`src/rtl/adder_stim_gen.sv`:
```
// Operand source and in-order result checker for a signed adder.
// A start request waits a gap, then emits a burst of LFSR operand pairs.
// Expected sums are queued, and returned results are compared in order.
module adder_stim_gen #(
    parameter int          DW         = 8,
    parameter int          BURST_LEN  = 20,
    parameter int          GAP        = 20,
    parameter int          FIFO_DEPTH = 8,
    parameter int          TIMEOUT    = 64,
    parameter logic [15:0] SEED_A     = 16'hACE1,
    parameter logic [15:0] SEED_B     = 16'h1D2B
) (
    input  logic          clk,
    input  logic          rst_n,
    input  logic          start,
    output logic [DW-1:0] din_a,
    output logic [DW-1:0] din_b,
    output logic          din_vld,
    input  logic [DW:0]   dout0,
    input  logic          dout_vld,
    output logic          busy,
    output logic          done,
    output logic          pass,
    output logic          ovf,
    output logic [15:0]   err_cnt
);

    localparam int AW = $clog2(FIFO_DEPTH);
    localparam int CW = AW + 1;

    localparam logic [2:0] S_IDLE  = 3'd0;
    localparam logic [2:0] S_GAP   = 3'd1;
    localparam logic [2:0] S_BURST = 3'd2;
    localparam logic [2:0] S_DRAIN = 3'd3;
    localparam logic [2:0] S_DONE  = 3'd4;

    logic [2:0]    state, state_next;
    logic [15:0]   cnt;
    logic [15:0]   lfsr_a, lfsr_b;
    logic [DW:0]   mem [FIFO_DEPTH];
    logic [AW-1:0] wptr, rptr;
    logic [CW-1:0] count;

    logic          start_acc, emit, fifo_empty, fifo_full;
    logic          pop, push, drop, timeout;
    logic [DW:0]   exp_sum;
    logic [16:0]   err_inc, err_sum;
    logic [15:0]   err_next;

    // Next-state, FIFO handshake and error accounting for this cycle.
    always_comb begin
        start_acc  = (state == S_IDLE) && start;
        emit       = (state == S_BURST);
        fifo_empty = (count == '0);
        fifo_full  = (count == CW'(FIFO_DEPTH));
        pop        = dout_vld && !fifo_empty;
        // A full FIFO can still take the push when the head leaves this cycle.
        drop       = emit && fifo_full && !pop;
        push       = emit && !drop;
        timeout    = (state == S_DRAIN) && !fifo_empty && !dout_vld &&
                     (cnt == 16'(TIMEOUT - 1));
        exp_sum    = {lfsr_a[DW-1], lfsr_a[DW-1:0]} + {lfsr_b[DW-1], lfsr_b[DW-1:0]};

        err_inc = '0;
        if (dout_vld && fifo_empty)        err_inc = err_inc + 17'd1;
        if (pop && (mem[rptr] != dout0))   err_inc = err_inc + 17'd1;
        if (drop)                          err_inc = err_inc + 17'd1;
        if (timeout)                       err_inc = err_inc + 17'(count);
        err_sum  = {1'b0, err_cnt} + err_inc;
        err_next = err_sum[16] ? 16'hFFFF : err_sum[15:0];

        state_next = state;
        case (state)
            S_IDLE:  if (start)                       state_next = S_GAP;
            S_GAP:   if (cnt == 16'(GAP - 1))         state_next = S_BURST;
            S_BURST: if (cnt == 16'(BURST_LEN - 1))   state_next = S_DRAIN;
            S_DRAIN: if (fifo_empty || timeout)       state_next = S_DONE;
            S_DONE:                                   state_next = S_IDLE;
            default:                                  state_next = S_IDLE;
        endcase
    end

    // Sequencer state; cnt is the phase counter, and in DRAIN the idle-result counter.
    always_ff @(posedge clk or negedge rst_n) begin
        if (!rst_n) begin
            state <= S_IDLE;
            cnt   <= '0;
        end else begin
            state <= state_next;
            if (state_next != state || state == S_IDLE)
                cnt <= '0;
            else if (state == S_DRAIN && dout_vld)
                cnt <= '0;
            else
                cnt <= cnt + 16'd1;
        end
    end

    // Operand LFSRs advance only when a pair is emitted; outputs are zero when idle.
    always_ff @(posedge clk or negedge rst_n) begin
        if (!rst_n) begin
            lfsr_a  <= SEED_A;
            lfsr_b  <= SEED_B;
            din_vld <= 1'b0;
            din_a   <= '0;
            din_b   <= '0;
        end else begin
            din_vld <= emit;
            din_a   <= emit ? lfsr_a[DW-1:0] : '0;
            din_b   <= emit ? lfsr_b[DW-1:0] : '0;
            if (start_acc) begin
                lfsr_a <= SEED_A;
                lfsr_b <= SEED_B;
            end else if (emit) begin
                lfsr_a <= {lfsr_a[14:0], lfsr_a[15] ^ lfsr_a[13] ^ lfsr_a[12] ^ lfsr_a[10]};
                lfsr_b <= {lfsr_b[14:0], lfsr_b[15] ^ lfsr_b[13] ^ lfsr_b[12] ^ lfsr_b[10]};
            end
        end
    end

    // Expected-sum storage; contents need no reset since the pointers define validity.
    always_ff @(posedge clk) begin
        if (push)
            mem[wptr] <= exp_sum;
    end

    // Queue pointers and occupancy; a timeout discards everything outstanding.
    always_ff @(posedge clk or negedge rst_n) begin
        if (!rst_n) begin
            wptr  <= '0;
            rptr  <= '0;
            count <= '0;
        end else if (timeout) begin
            rptr  <= wptr;
            count <= '0;
        end else begin
            if (push) wptr <= wptr + AW'(1);
            if (pop)  rptr <= rptr + AW'(1);
            count <= count + CW'(push) - CW'(pop);
        end
    end

    // Run status: error count, overflow, and the end-of-run verdict.
    always_ff @(posedge clk or negedge rst_n) begin
        if (!rst_n) begin
            err_cnt <= '0;
            ovf     <= 1'b0;
            pass    <= 1'b0;
            done    <= 1'b0;
            busy    <= 1'b0;
        end else begin
            busy <= (state_next != S_IDLE);
            done <= (state_next == S_DONE);
            if (start_acc) begin
                err_cnt <= '0;
                ovf     <= 1'b0;
                pass    <= 1'b0;
            end else begin
                err_cnt <= err_next;
                if (drop) ovf <= 1'b1;
                if (state_next == S_DONE) pass <= (err_next == 16'd0);
            end
        end
    end

endmodule

```
`config.mk`:
```
export PLATFORM = sky130hd
export DESIGN_NAME = adder_stim_gen
export DESIGN_NICKNAME = d
export VERILOG_FILES = /design/src/rtl/adder_stim_gen.sv
export SDC_FILE = /design/constraint.sdc
export NUM_CORES = 1
export LEC_CHECK = 0
export CAP_MARGIN = 20
export CORE_MARGIN = 5
export CORE_UTILIZATION = 25
export DETAILED_ROUTE_END_ITERATION = 16
export PLACE_DENSITY = 0.45
export REMOVE_ABC_BUFFERS = 1
export SLEW_MARGIN = 20
export SYNTH_ARGS = -nofsm -noshare
export SYNTH_HDL_FRONTEND = slang
export SYNTH_SLANG_ARGS = --single-unit
```
`constraint.sdc`:
```
create_clock -name clk -period 5.5 [get_ports clk]
set_clock_uncertainty 0.15 [all_clocks]
set_input_delay 0.825 -clock clk [delete_from_list [all_inputs] [get_ports clk]]
set_output_delay 0.825 -clock clk [all_outputs]
set_load 0.02 [all_outputs]
```
==> implementation parameters <==
Parameter                              Value

Global routing
  Antenna violations before repair    0
  Wire length of the first global-routing pass    29.53 mm
  Overflow after GRT    0
  Overall Global Routing Usage    0.1044
  Pin count of the biggest net entering global routing    56
  Via count of the first global-routing pass    approximately 5200

Drt
  Total number of vias    5055
  Violation count after the first detailed-route iteration    265
  First-pass iteration count of the detailed router    5
  Sum of routed wire length over all layers    18.29 mm
  Vias per Instance    4.423
  Residual DRC    0
  Routed wirelength normalized by instance count    about 16 um
  Number of antenna-violating nets in the routed design    0

Clocking
  H-tree levels    4
  Clock transition at the register clock pins on the worst setup and hold paths after CTS    0.07 ns
  Worst-skew pair later-pin latency    ~0.43 ns
  Clock net sink count    170
  Hold buffer count at CTS    0
  CTS tree    built
  Library cell used as clock root buffer    sky130_fd_sc_hd__clkbuf_16
  Maximum clock path buffer count    2
  Total clock buffers created by CTS    17

Worst setup path
  Nature of the critical path endpoint    flop
  Worst Setup SP    rptr[0]$_DFFE_PN0P_
  Worst setup path category    reg -> reg
  R2r worst-path depth    23
  Crit start category    flop
  Worst reg-to-reg setup slack    0.29 ns
  Crit Reg-Reg Startpoint    rptr[0]$_DFFE_PN0P_
  RR Endpoint    pass$_DFFE_PN0P_
  Critical Path Sink    pass$_DFFE_PN0P_
  Critical path peak fanout    18
  Critical path required time    5.67 ns
  Arrival time of the worst setup path    5.37 ns

Floorplan
  Die Wd    189.4 um
  Core Box Area    31640 um2
  Vertical die dimension    189.4 um
  Number of core rows    65
  Initial core utilization    0.2543
  I/O Pins    50
  DIE AREA    35870 um2

Finish
  Final core utilization    0.3088
  Synth-to-Final Area Change    21.45%
  Nets    771
  Share of layout cells above drive strength 1    0.1592
  Number of antenna repair diodes    0
  Post-route non-filler standard cell count    1143

Logic synthesis
  Per-instance average area after synthesis    12.12 um2
  Leading cell types by total area after synthesis    sky130_fd_sc_hd__edfxtp_1 (27%), sky130_fd_sc_hd__dfrtp_1 (26%), sky130_fd_sc_hd__dfstp_2 (5.2%)
  Largest area contributor in the synthesized netlist    sky130_fd_sc_hd__edfxtp_1
  #FFs+latches synth    between 150 and 200
  Most common flop cell mapped by yosys    sky130_fd_sc_hd__dfrtp_1
  Proportion of synthesized flip-flops having asynchronous set or reset    0.5765
  Most frequent cells after synthesis    sky130_fd_sc_hd__dfrtp_1 (82), sky130_fd_sc_hd__nand2_1 (74), sky130_fd_sc_hd__edfxtp_1 (72), sky130_fd_sc_hd__a21oi_1 (46), sky130_fd_sc_hd__nor2_1 (44)
  Synthesized area    8045 um2
  Fraction of post-synthesis cell area in the top cell type by area    0.2687
  Share of the yosys chip area belonging to registers    0.5760
  Post-synthesis cell type count    68
  Number of enable-type register cells in the synthesized netlist    72
  Count of warnings emitted by yosys    0
  Cell with the most instances after synthesis    sky130_fd_sc_hd__dfrtp_1
  Synthesized netlist cell count    roughly 660

Timing
  Final critical-path share of the clock period    0.9467
  Number of setup violations in the final report    0
  Highest Clock Rate    0.1920 GHz
  Accumulated negative setup slack    0 ns
  Total count of max-transition violations in the final report    0
  Minimum clock period after layout    about 5.2 ns
  Least-Margin Pin Slew    approximately 0.99 ns
  Final number of hold-violating endpoints    0
  Relative slew margins    0.3373

Status
  Outcome    finished clean

Placed design
  Number of buffer cells added on primary ports    between 40 and 50
  Detailed Place HPWL    12.37 mm
  Placed Instances    1110
  Global placer's final weighted congestion    roughly 0.75

Flow run
  Max-cap violation count    0

Power and ir drop
  Pwr/cell area    roughly 480 nW/um2
  Post-route total power    4.708 mW
  Peak supply drop    0.2135 mV
  Static Leakage    3.941 nW

Hold path
  Class of the tightest hold or removal check    in -> async
## where the power goes
part	internal, mW	switching [mW]	total (mW)
sequential	1.76	0.193	1.96
clock	0.622	0.535	1.16
combinational	0.695	0.898	1.59
total	3.08	1.63	4.71
## worst min path at each step
stage	from	end	slack, ns	cells after the start
finish	rst_n	ovf$_DFFE_PN0P_	0.29	1
floorplan	cnt[0]$_DFF_PN0_	cnt[0]$_DFF_PN0_	0.30	1
CTS	rst_n	ovf$_DFFE_PN0P_	0.34	1
global route	lfsr_b[11]$_DFFE_PN1P_	lfsr_b[12]$_DFFE_PN1P_	0.35	2
global placement	lfsr_a[11]$_DFFE_PN1P_	lfsr_a[11]$_DFFE_PN1P_	0.33	2
detailed placement	lfsr_a[9]$_DFFE_PN0P_	lfsr_a[10]$_DFFE_PN1P_	0.33	2
## logic make-up (layout without fill, tap and decap cells)
family	count (synthesis)	after routing	share of synthesized area
and+or+nand+nor	208	208	0.1263
buffers and inverters	61	138	0.03499
adders and majority gates	30	30	0.05039
DFF	170	170	0.5760
AOI/OAI and AO/OA	107	107	0.08756
muxes	38	38	0.07030
xor gates and xnor gates	50	50	0.05443
## worst max-delay path, cell delays in order (launching register included)
cell and delay, ns:
sky130_fd_sc_hd__dfrtp_2 0.45, sky130_fd_sc_hd__buf_12 0.18, sky130_fd_sc_hd__mux2i_1 0.12, sky130_fd_sc_hd__mux4_2 0.47
sky130_fd_sc_hd__xor2_1 0.18, sky130_fd_sc_hd__nand3_2 0.13, sky130_fd_sc_hd__nor3_4 0.19, sky130_fd_sc_hd__a31oi_1 0.13
sky130_fd_sc_hd__ha_1 0.35, sky130_fd_sc_hd__xnor2_2 0.16, sky130_fd_sc_hd__ha_2 0.20, sky130_fd_sc_hd__inv_1 0.05
sky130_fd_sc_hd__fa_2 0.34, sky130_fd_sc_hd__inv_1 0.07, sky130_fd_sc_hd__a21oi_1 0.06, sky130_fd_sc_hd__nor3_1 0.15
sky130_fd_sc_hd__ha_1 0.31, sky130_fd_sc_hd__buf_4 0.17, sky130_fd_sc_hd__a21oi_1 0.38, sky130_fd_sc_hd__a21oi_2 0.19
sky130_fd_sc_hd__buf_4 0.20, sky130_fd_sc_hd__o211ai_1 0.07, sky130_fd_sc_hd__o21ai_0 0.13, sky130_fd_sc_hd__a31o_2 0.25
## final cells by class
type / instances / area, um2
Clock buffer: 20 / 457.9
Clock inverter: 12 / 113.9
Fill cell: 3154 / 21870
Inverter: 32 / 120.1
Multi-Input combinational cell: 433 / 3252
Sequential cell: 170 / 4636
Tap cell: 402 / 503.0
Timing Repair Buffer: 74 / 688.2
## registers in the layout, summed over array words and instances, names as in the netlist, 3 cells and up
name,cells
mem,72
cnt,16
err_cnt,16
lfsr_a,16
lfsr_b,16
din_a,8
din_b,8
count,4
rptr,3
state,3
wptr,3
## layer usage
metal  GRT usage  part of all wire  vias up
met5           0                 0        -
met4     0.02755            0.0070        0
met3     0.02176             0.022        9
met2      0.1627              0.47       58
met1      0.1484              0.50     2493
li1            -                 -     2495
## cells in the final DEF (no fill, tap or decap), drive strengths merged, types with 8 or more instances in the layout
cell type	n
xor2	20
mux2i	22
edfxtp	72
a211o	8
clkdlybuf4s50	48
inv	36
and2	13
buf	26
a21oi	47
o21ai	10
nand3	25
nand2	75
clkbuf	20
nor2	44
dfrtp	82
dfstp	16
mux4	14
ha	26
xnor2	30
nor3	15
## metrics by stage
step	area, um2	setup slack, ns	hold WS [ns]
3_5_place_dp	9089	-0.05905	0.3264
6_report	9771	0.2929	0.2938
5_1_grt	9771	-0.04389	0.3491
2_1_floorplan	7884	-0.1297	0.2979
4_1_cts	9673	0.06452	0.3351
3_3_place_gp	9089	0.04247	0.3262
## timing repair
item	CTS	global route
endpoints found under the setup margin	1	10
endpoints found under the hold margin	0	0
cloned	0	0
resized for setup	4	15
pin swaps	1	8
setup buffers	0	1
Power figures use the tool's default switching activity.
